--- src/rtl/tape_in_decoder.sv ---
// Cassette line-in conditioner: synchronises and filters tape_in, keeps the CPU tape latch, and decodes
// Colour Genie pulse cells into bits and sync-aligned bytes. Define TAPE_IN_ERRCNT_EN to add err_cnt.
module tape_in_decoder #(
  parameter int unsigned FILT_LEN  = 4,
  parameter logic [12:0] ONE_LO    = 13'h0500,
  parameter logic [12:0] ONE_HI    = 13'h0900,
  parameter logic [12:0] CELL_LO   = 13'h0C00,
  parameter logic [12:0] TIMEOUT   = 13'h1C00,
  parameter logic [7:0]  SYNC_BYTE = 8'h66
) (
  input  logic       clock,
  input  logic       reset,
  input  logic       ce,
  input  logic       tape_in,
  input  logic       motor,
  input  logic       latch_clr,
  output logic       tape_level,
  output logic       tape_latch,
  output logic       carrier,
  output logic       bit_valid,
  output logic       bit_val,
  output logic       synced,
  output logic       byte_valid,
  output logic [7:0] byte_data
`ifdef TAPE_IN_ERRCNT_EN
  ,
  output logic [7:0] err_cnt
`endif
);

  typedef enum logic {ST_IDLE, ST_CELL} state_e;

  localparam logic [3:0] FILT_CNT = FILT_LEN[3:0];

  logic        sync1_q, sync2_q;
  logic        level_q, level_d;
  logic [3:0]  run_q, run_d, run_inc;
  logic        latch_q, latch_d;
  state_e      state_q, state_d;
  logic [12:0] cnt_q, cnt_d, cnt_inc;
  logic        one_seen_q, one_seen_d;
  logic        carrier_q, carrier_d;
  logic        bit_valid_q, bit_valid_d;
  logic        bit_val_q, bit_val_d;
  logic [7:0]  sh_q, sh_d;
  logic [2:0]  bit_cnt_q, bit_cnt_d;
  logic        synced_q, synced_d;
  logic        byte_valid_q, byte_valid_d;
  logic [7:0]  byte_q, byte_d;

  logic rise, in_cell, cell_end, data_hit, timeout;

  // Run-length filter: the level only flips after FILT_LEN consecutive disagreeing ce samples.
  always_comb begin
    // NOTE: every combinational output gets a default first so no path can infer a latch.
    level_d = level_q;
    run_d   = run_q;
    run_inc = run_q + 4'd1;
    if (ce) begin
      if (sync2_q != level_q) begin
        if (run_inc >= FILT_CNT) begin
          level_d = sync2_q;
          run_d   = '0;
        end else begin
          run_d = run_inc;
        end
      end else begin
        run_d = '0;
      end
    end
  end

  assign rise     = level_d & ~level_q;
  assign in_cell  = (state_q == ST_CELL);
  assign cell_end = in_cell && rise && (cnt_q >= CELL_LO);
  assign data_hit = in_cell && rise && !cell_end && !one_seen_q
                    && (cnt_q >= ONE_LO) && (cnt_q <= ONE_HI);
  assign cnt_inc  = cnt_q + 13'd1;
  assign timeout  = in_cell && ce && !cell_end && (cnt_inc >= TIMEOUT);

  // Set has priority over the CPU clear; a stopped motor holds the latch low.
  always_comb begin
    latch_d = latch_q;
    if (latch_clr) latch_d = 1'b0;
    if (rise)      latch_d = 1'b1;
    if (!motor)    latch_d = 1'b0;
  end

  always_comb begin
    state_d      = state_q;
    cnt_d        = cnt_q;
    one_seen_d   = one_seen_q;
    carrier_d    = carrier_q;
    bit_valid_d  = 1'b0;
    bit_val_d    = bit_val_q;
    sh_d         = sh_q;
    bit_cnt_d    = bit_cnt_q;
    synced_d     = synced_q;
    byte_valid_d = 1'b0;
    byte_d       = byte_q;

    case (state_q)
      ST_IDLE: begin
        if (rise) begin
          state_d    = ST_CELL;
          cnt_d      = '0;
          one_seen_d = 1'b0;
          carrier_d  = 1'b1;
        end
      end
      ST_CELL: begin
        if (cell_end) begin
          bit_valid_d = 1'b1;
          bit_val_d   = one_seen_q;
          cnt_d       = '0;
          one_seen_d  = 1'b0;
        end else begin
          if (data_hit) one_seen_d = 1'b1;
          if (timeout) begin
            state_d    = ST_IDLE;
            cnt_d      = TIMEOUT;
            carrier_d  = 1'b0;
            synced_d   = 1'b0;
            bit_cnt_d  = '0;
            one_seen_d = 1'b0;
          end else if (ce) begin
            cnt_d = cnt_inc;
          end
        end
      end
      default: state_d = ST_IDLE;
    endcase

    if (!motor) begin
      state_d     = ST_IDLE;
      carrier_d   = 1'b0;
      synced_d    = 1'b0;
      bit_cnt_d   = '0;
      one_seen_d  = 1'b0;
      bit_valid_d = 1'b0;
    end

    // Byte assembly rides on the bit strobe so byte_valid lines up with the completing bit.
    if (bit_valid_d) begin
      sh_d = {sh_q[6:0], bit_val_d};
      if (!synced_q) begin
        if (sh_d == SYNC_BYTE) begin
          synced_d     = 1'b1;
          byte_valid_d = 1'b1;
          byte_d       = sh_d;
          bit_cnt_d    = '0;
        end
      end else if (bit_cnt_q == 3'd7) begin
        byte_valid_d = 1'b1;
        byte_d       = sh_d;
        bit_cnt_d    = '0;
      end else begin
        bit_cnt_d = bit_cnt_q + 3'd1;
      end
    end
  end

  always_ff @(posedge clock) begin
    // NOTE: state is updated with non-blocking assignments so every flop samples pre-edge values.
    if (reset) begin
      sync1_q      <= 1'b0;
      sync2_q      <= 1'b0;
      level_q      <= 1'b0;
      run_q        <= '0;
      latch_q      <= 1'b0;
      state_q      <= ST_IDLE;
      cnt_q        <= '0;
      one_seen_q   <= 1'b0;
      carrier_q    <= 1'b0;
      bit_valid_q  <= 1'b0;
      bit_val_q    <= 1'b0;
      sh_q         <= '0;
      bit_cnt_q    <= '0;
      synced_q     <= 1'b0;
      byte_valid_q <= 1'b0;
      byte_q       <= '0;
    end else begin
      sync1_q      <= tape_in;
      sync2_q      <= sync1_q;
      level_q      <= level_d;
      run_q        <= run_d;
      latch_q      <= latch_d;
      state_q      <= state_d;
      cnt_q        <= cnt_d;
      one_seen_q   <= one_seen_d;
      carrier_q    <= carrier_d;
      bit_valid_q  <= bit_valid_d;
      bit_val_q    <= bit_val_d;
      sh_q         <= sh_d;
      bit_cnt_q    <= bit_cnt_d;
      synced_q     <= synced_d;
      byte_valid_q <= byte_valid_d;
      byte_q       <= byte_d;
    end
  end

`ifdef TAPE_IN_ERRCNT_EN
  logic       glitch;
  logic [7:0] err_q, err_d;

  // Any CELL rise that neither ends the cell nor is the first data pulse counts as a glitch.
  assign glitch = in_cell && rise && !cell_end && !data_hit;

  always_comb begin
    err_d = err_q;
    if ((glitch || timeout) && (err_q != 8'hFF)) err_d = err_q + 8'd1;
    if (latch_clr) err_d = '0;
  end

  always_ff @(posedge clock) begin
    if (reset) err_q <= '0;
    else       err_q <= err_d;
  end

  assign err_cnt = err_q;
`endif

  assign tape_level = level_q;
  assign tape_latch = latch_q;
  assign carrier    = carrier_q;
  assign bit_valid  = bit_valid_q;
  assign bit_val    = bit_val_q;
  assign synced     = synced_q;
  assign byte_valid = byte_valid_q;
  assign byte_data  = byte_q;

endmodule

--- config.mk ---
export PLATFORM = sky130hd
export DESIGN_NAME = tape_in_decoder
export DESIGN_NICKNAME = d
export VERILOG_FILES = /design/src/rtl/tape_in_decoder.sv
export SDC_FILE = /design/constraint.sdc
export NUM_CORES = 1
export LEC_CHECK = 0
export CAP_MARGIN = 40
export CORE_ASPECT_RATIO = 1.25
export CORE_UTILIZATION = 39
export DETAILED_ROUTE_END_ITERATION = 10
export SYNTH_ARGS = -nofsm -noshare
export SYNTH_HDL_FRONTEND = slang
export SYNTH_SLANG_ARGS = --single-unit
--- constraint.sdc ---
create_clock -name clock -period 2.59 [get_ports clock]
set_input_delay 0.518 -clock clock [delete_from_list [all_inputs] [get_ports clock]]
set_output_delay 0.518 -clock clock [all_outputs]
set_load 0.05 [all_outputs]
==> results of run 1 <==
==> sequential cells by signal, summed over array words and instances (netlist names) <==
signal and count:
sync2_q 1, bit_cnt_q 3, cnt_q 13, bit_val 1, tape_level 1, byte_data 8, sync1_q 1, in_cell 1
synced 1, carrier 1, bit_valid 1, tape_latch 1, one_seen_q 1, byte_valid 1, run_q 4, sh_q 7
==> Yosys cell counts (2+ instances only) <==
| cell type | number |
|---|---|
| a21oi_1 | 25 |
| a221oi_2 | 8 |
| a31oi_1 | 3 |
| a31oi_4 | 2 |
| a32oi_1 | 2 |
| and3_1 | 3 |
| buf_2 | 6 |
| clkbuf_1 | 8 |
| dfxtp_1 | 46 |
| ha_1 | 5 |
| inv_1 | 8 |
| nand2_1 | 32 |
| nand2b_1 | 5 |
| nand3_1 | 16 |
| nand3b_1 | 3 |
| nand4_1 | 7 |
| nor2_1 | 11 |
| nor2b_1 | 3 |
| nor3_1 | 5 |
| nor3b_1 | 3 |
| nor4_1 | 3 |
| o2111ai_1 | 2 |
| o21ai_0 | 5 |
| o21ai_1 | 10 |
| o31ai_1 | 6 |
| or3_1 | 7 |
| or4_1 | 3 |
| xnor2_1 | 2 |
==> routing by layer <==
layer | up-vias | wire length [um] | global-route usage [%]
met3 | 5 | 149 | 3.567
met1 | 960 | 2603 | 23.01
met4 | 0 | 71 | 6.909
met2 | 30 | 2327 | 29.55
met5 | - | 0 | 0
li1 | 1022 | - | -
==> report_power, final <==
part | leakage, uW | internal (uW) | total, uW | switching, uW
Combinational | 0.000354 | 15.1 | 38.5 | 23.4
Sequential | 0.000371 | 708 | 710 | 1.44
Clock | 0.0000504 | 287 | 547 | 259
==> how the worst max path moves through the flow <==
stage | end | slack (ps)
floorplan | cnt_q[6] | 680
CTS | synced | 380
global placement | cnt_q[5] | 260
finish | synced | 390
detailed placement | cnt_q[5] | 210
global route | bit_cnt_q[0] | 190
==> cells by family after synthesis <==
logic type      count (synthesis)
simple gates                  107
compound gates                 79
flops                          46
buf+inv                        25
fa+ha+maj                       5
xor+xnor                        2
mux                             1
==> per-stage QoR <==
step           worst slack, ps  power, uW  hold slack, ps  cell area (um^2)  std cells
2_1_floorplan            675.4      746.1           413.8              2308        265
3_3_place_gp             256.7      764.5           443.5              2562        340
3_5_place_dp             209.7      764.9           449.8              2562        340
4_1_cts                  384.7       1308           464.5              2676        348
5_1_grt                  192.3       1343           484.8              2676        348
6_report                 385.6       1295           458.2              2676        348
==> placed cells by master (no fill, tap or decap), types with 3 or more instances in the layout <==
cell type	netlist	routed
or4_1	3	3
o21ai_0	5	5
nor2_1	11	11
o21ai_1	10	10
nand3_1	16	16
a21oi_1	25	25
a31oi_1	3	3
clkbuf_8	0	5
inv_1	8	8
dfxtp_1	46	46
or3_1	7	7
nand3b_1	3	3
ha_1	5	5
nor3_1	5	5
buf_4	1	7
nor4_1	3	3
nand2_1	32	32
o31ai_1	6	6
and3_1	3	3
nand4_1	7	7
a221oi_2	8	8
nand2b_1	5	5
clkdlybuf4s50_1	0	20
nor3b_1	3	3
nor2b_1	3	3
==> cell type report <==
type / count / area share (%)
clock buffer: 5 / 2.571
clock inverter: 3 / 1.683
inverter: 9 / 1.262
multi-input combinational: 194 / 47.64
sequential: 46 / 34.41
tap: 64 / 2.992
timing repair buffer: 27 / 9.444
==> impl_metrics.json, run 1 <==
{
  "postSynthAreaPerCell_um2": 8.711,
  "antenna_cells": 0,
  "path_class": "reg -> out",
  "synthesis.nets": 276,
  "min_from": "sync1_q",
  "dr.pass1.iters": 9,
  "failed_checks": "design-rule violations",
  "clk_pin_slew_ps": 90,
  "nNetsFinal": 294,
  "syn_area_mm2": 0.002308,
  "grt_pass1_vias": 1880,
  "status": "complete, but fails checks",
  "antenna_found_initial": 0,
  "netlist.area_leader.share_pct": 39.89,
  "drc": 4,
  "whs_endpoint": "sync2_q",
  "cts_resized": 0,
  "synthToLayoutAreaGrowth_pct": 15.94,
  "die_area_mm2": 0.006233,
  "port_buffers": 20,
  "start_util_pct": 41.55,
  "drtIter0Drc": 127,
  "synth.distinct_cells": 54,
  "async_flop_share_pct": 0,
  "arrival_ps": 1690,
  "core_area_mm2": 0.005555,
  "hold_viol_final": 0,
  "avgViaCountPerCell": 5.796,
  "cap_violations": 0,
  "crit_fanout": 10,
  "crit_family": "buffers and inverters",
  "maxSlewViolCount": 0,
  "worst_slew_pin_slew_ps": 558.8,
  "cts_setup_buffers": 0,
  "timing.rr.start": "run_q[0]",
  "cts_buffers": 5,
  "max_slew_margin_pct": 62.48,
  "p_leak_uw": 0.0007750,
  "rsz0062_at_grt": "false",
  "reg2reg_depth": 7,
  "yosysSeqAreaShare_pct": 39.89,
  "synth_top_family_by_area": "compound AO/OA/AOI/OAI gates",
  "dp_hpwl_um": 3460,
  "yosysTopAreaCell": "dfxtp_1",
  "grt_max_degree": 22,
  "synth_mux_area_share_pct": 0.4336,
  "die_h_um": 88.02,
  "synth_adder_area_share_pct": 2.710,
  "post-route-min-period_ps": 2204,
  "grt.total_usage_pct": 17.86,
  "cts_tree": "done",
  "clock-sinks": 46,
  "hold_buffers": 0,
  "path_cells": "clkdlybuf4s50_1",
  "htreeDepth": 2,
  "ir_drop_v": 0.0002311,
  "setup_violations": 0,
  "tns_ps": 0,
  "multiInputGateArea_mm2": 0.001275,
  "r2r-end": "bit_cnt_q[0]",
  "crit_start": "synced",
  "hold_path.class": "reg -> reg",
  "finalCritPeriodShare_pct": 85.11,
  "final-seq-area_um2": 920.9,
  "final_util_pct": 48.18,
  "insertion_delay_ps": 310,
  "overflow": 0,
  "fillers": 546,
  "holdPathStages": 1,
  "cpPeakStageDelay_ps": 870,
  "grt_pass1_wl_um": 8783,
  "syn_inst": 265,
  "yosys.area_share.xor_xnor_pct": 0.7588,
  "yosys-top-cells-area": "dfxtp_1 (40%), a21oi_1 (5.4%), a221oi_2 (5.2%), nand2_1 (5.2%), nand3_1 (3.5%)",
  "clockRootBuffer": "clkbuf_8",
  "synth-compound-area-share_pct": 26.83,
  "cp_slowest_cell": "clkdlybuf4s50_1",
  "fmax_ghz": 0.4536,
  "vias": 2017,
  "clk_path_buf_depth": 2,
  "ys_seq_elements": 46,
  "path_depth": 1,
  "postRouteAntennaNets": 0,
  "crit_path_start_kind": "flop",
  "ys.flop_type": "dfxtp_1",
  "avgRoutedWirePerCell_um": 14.80,
  "wl_um": 5151,
  "drive_above_1_share_pct": 11.97,
  "reg2reg_slack_ps": 410,
  "die_w_um": 70.82,
  "worstSetupEndpointType": "output port",
  "cp.required_ps": 2070,
  "cp_num_buf_inv": 1,
  "clock_skew_ps": 9.813,
  "synthSimpleGateAreaFrac_pct": 24.50,
  "io_pins": 21,
  "yosysWarnings": 0,
  "num_rows": 30,
  "synth_edf_count": 0,
  "power.density_mw_per_mm2": 483.8,
  "gp_congestion": 0.7360
}
(Power assumes the default switching activity.)
==> inputs of run 2 (changes only) <==
clock period = 1.8 ns   (was 2.59 ns; I/O delays follow)
==> impl_metrics.json, run 2 (synthesis results as in run 1) <==
{
  "max_slew_margin_pct": 70.98,
  "finalWorstSetupSlack_ps": -75.01,
  "netSwitchingFraction_pct": 25.05,
  "clk_path_buf_depth": 2,
  "htreeDepth": 2,
  "crit_path_start_kind": "flop",
  "grt_use_met2_pct": 33.22,
  "port_buffers": 20,
  "dr.pass1.iters": 6,
  "sequentialPowerShare_pct": 57.1,
  "cp.required_ps": 2030,
  "nNetsFinal": 336,
  "grt.met3_usage_pct": 4.258,
  "clk_pin_slew_ps": 100,
  "grt_pass1_vias": 2045,
  "power.density_mw_per_mm2": 563.1,
  "vias": 2193,
  "comb_power_share_pct": 3.7,
  "clock-sinks": 46,
  "regMostFlops": "cnt_q",
  "drive_above_1_share_pct": 37.42,
  "status": "complete, but fails checks",
  "grt.total_usage_pct": 19.13,
  "antenna_cells": 0,
  "grt_util_met1_pct": 23.37,
  "avgViaCountPerCell": 5.623,
  "die_h_um": 88.02,
  "p_int_uw": 1340,
  "overflow": 0,
  "finalCritPeriodShare_pct": 104.2,
  "power_switching_uw": 447.8,
  "p_leak_uw": 0.001063,
  "dp_hpwl_um": 3891,
  "largest_register_ffs": 13,
  "postRouteAntennaNets": 0,
  "antenna_found_initial": 0,
  "worstSetupEndpointType": "flop",
  "setup_violations": 6,
  "fmax_ghz": 0.5333,
  "drtIter0Drc": 110,
  "ir_drop_v": 0.0003493,
  "avgRoutedWirePerCell_um": 14.55,
  "grt_max_degree": 21,
  "hold_buffers": 0,
  "cap_violations": 0,
  "failed_checks": "negative setup slack",
  "num_rows": 30,
  "layout_common_cells": "buf_4 (53), dfxtp_1 (37), nand2_1 (30), a21oi_1 (23), nand3_1 (16)",
  "final_util_pct": 57.14,
  "die_w_um": 70.82,
  "rsz0062_at_grt": "true",
  "worst_slew_pin_slew_ps": 435.4,
  "clock_skew_ps": 8.571,
  "start_util_pct": 41.55,
  "gp_congestion": 0.8211,
  "cts_buffers": 5,
  "grt_pass1_wl_um": 9515,
  "post-route-min-period_ps": 1875,
  "busiest_layer": "met2",
  "hold_path.class": "reg -> reg",
  "mostFrequentLayoutCell": "buf_4",
  "hold_viol_final": 0,
  "arrival_ps": 2110,
  "die_area_mm2": 0.006233,
  "pre_cts_ws_ps": -347.2,
  "synthToLayoutAreaGrowth_pct": 37.51,
  "core_area_mm2": 0.005555,
  "io_pins": 21,
  "insertion_delay_ps": 310,
  "pwr-share-clk_pct": 39.2,
  "drc": 0,
  "wl_um": 5676,
  "crit_fanout": 8,
  "maxSlewViolCount": 0,
  "path_class": "reg -> reg",
  "clockRootBuffer": "clkbuf_8",
  "cts_tree": "done"
}
==> run 2: area by class of cell <==
class                           instances  area (um^2)
Timing Repair Buffer                   69        614.3
Fill cell                             501         2381
Tap cell                               64        80.08
Multi-Input combinational cell        194         1416
Inverter                                9        33.78
Clock inverter                          3        28.78
Clock buffer                            5        68.82
Sequential cell                        46        932.1
==> run 2: through the flow <==
stage / TNS [ps] / std cells / hold slack, ps / total power (uW) / area (um^2)
6_report: -187.2 / 390 / 464.7 / 1787 / 3174
5_1_grt: -2105 / 390 / 479.4 / 1863 / 3174
4_1_cts: -71.11 / 391 / 472.9 / 1809 / 3105
3_5_place_dp: -6454 / 379 / 444.8 / 1109 / 2905
3_3_place_gp: -5357 / 379 / 455.8 / 1109 / 2905
2_1_floorplan: 0 / 265 / 413.8 / 1075 / 2335
==> run 2: worst paths after layout <==
kind	startpoint	to	slack, ps	cells after the start
max	run_q[1]	cnt_q[4]	-80	7
min reg2reg	sync1_q	sync2_q	460	1
min	sync1_q	sync2_q	460	1
max reg2reg	run_q[1]	cnt_q[4]	-80	7
==> run 2: metal layers <==
layer  vias to the layer above  wire (um)
met2                        43       2833
li1                       1109          -
met1                      1033       2576
met4                         0         79
met3                         8        187
met5                         -          0
==> run 2: what timing repair did <==
item	in CTS	in global routing
setup buffers	4	0
pin swaps	12	15
resized for setup	21	23
endpoints found under the setup margin	19	32
==> run 2: power by group through the flow <==
stage / logic [uW] / clock network, uW / registers [uW]
2_1_floorplan: 30.0 / 0 / 1040
3_3_place_gp: 64.2 / 0 / 1040
3_5_place_dp: 64.5 / 0 / 1040
4_1_cts: 65.8 / 722 / 1020
5_1_grt: 71.1 / 771 / 1020
6_report: 65.8 / 701 / 1020
==> run 2: worst max-delay path: stages, from the launching register on <==
cell	delay [ps]
dfxtp_2	350
ha_4	170
buf_6	120
a41oi_4	200
a22oi_2	160
buf_4	190
or3_4	360
a221oi_2	240
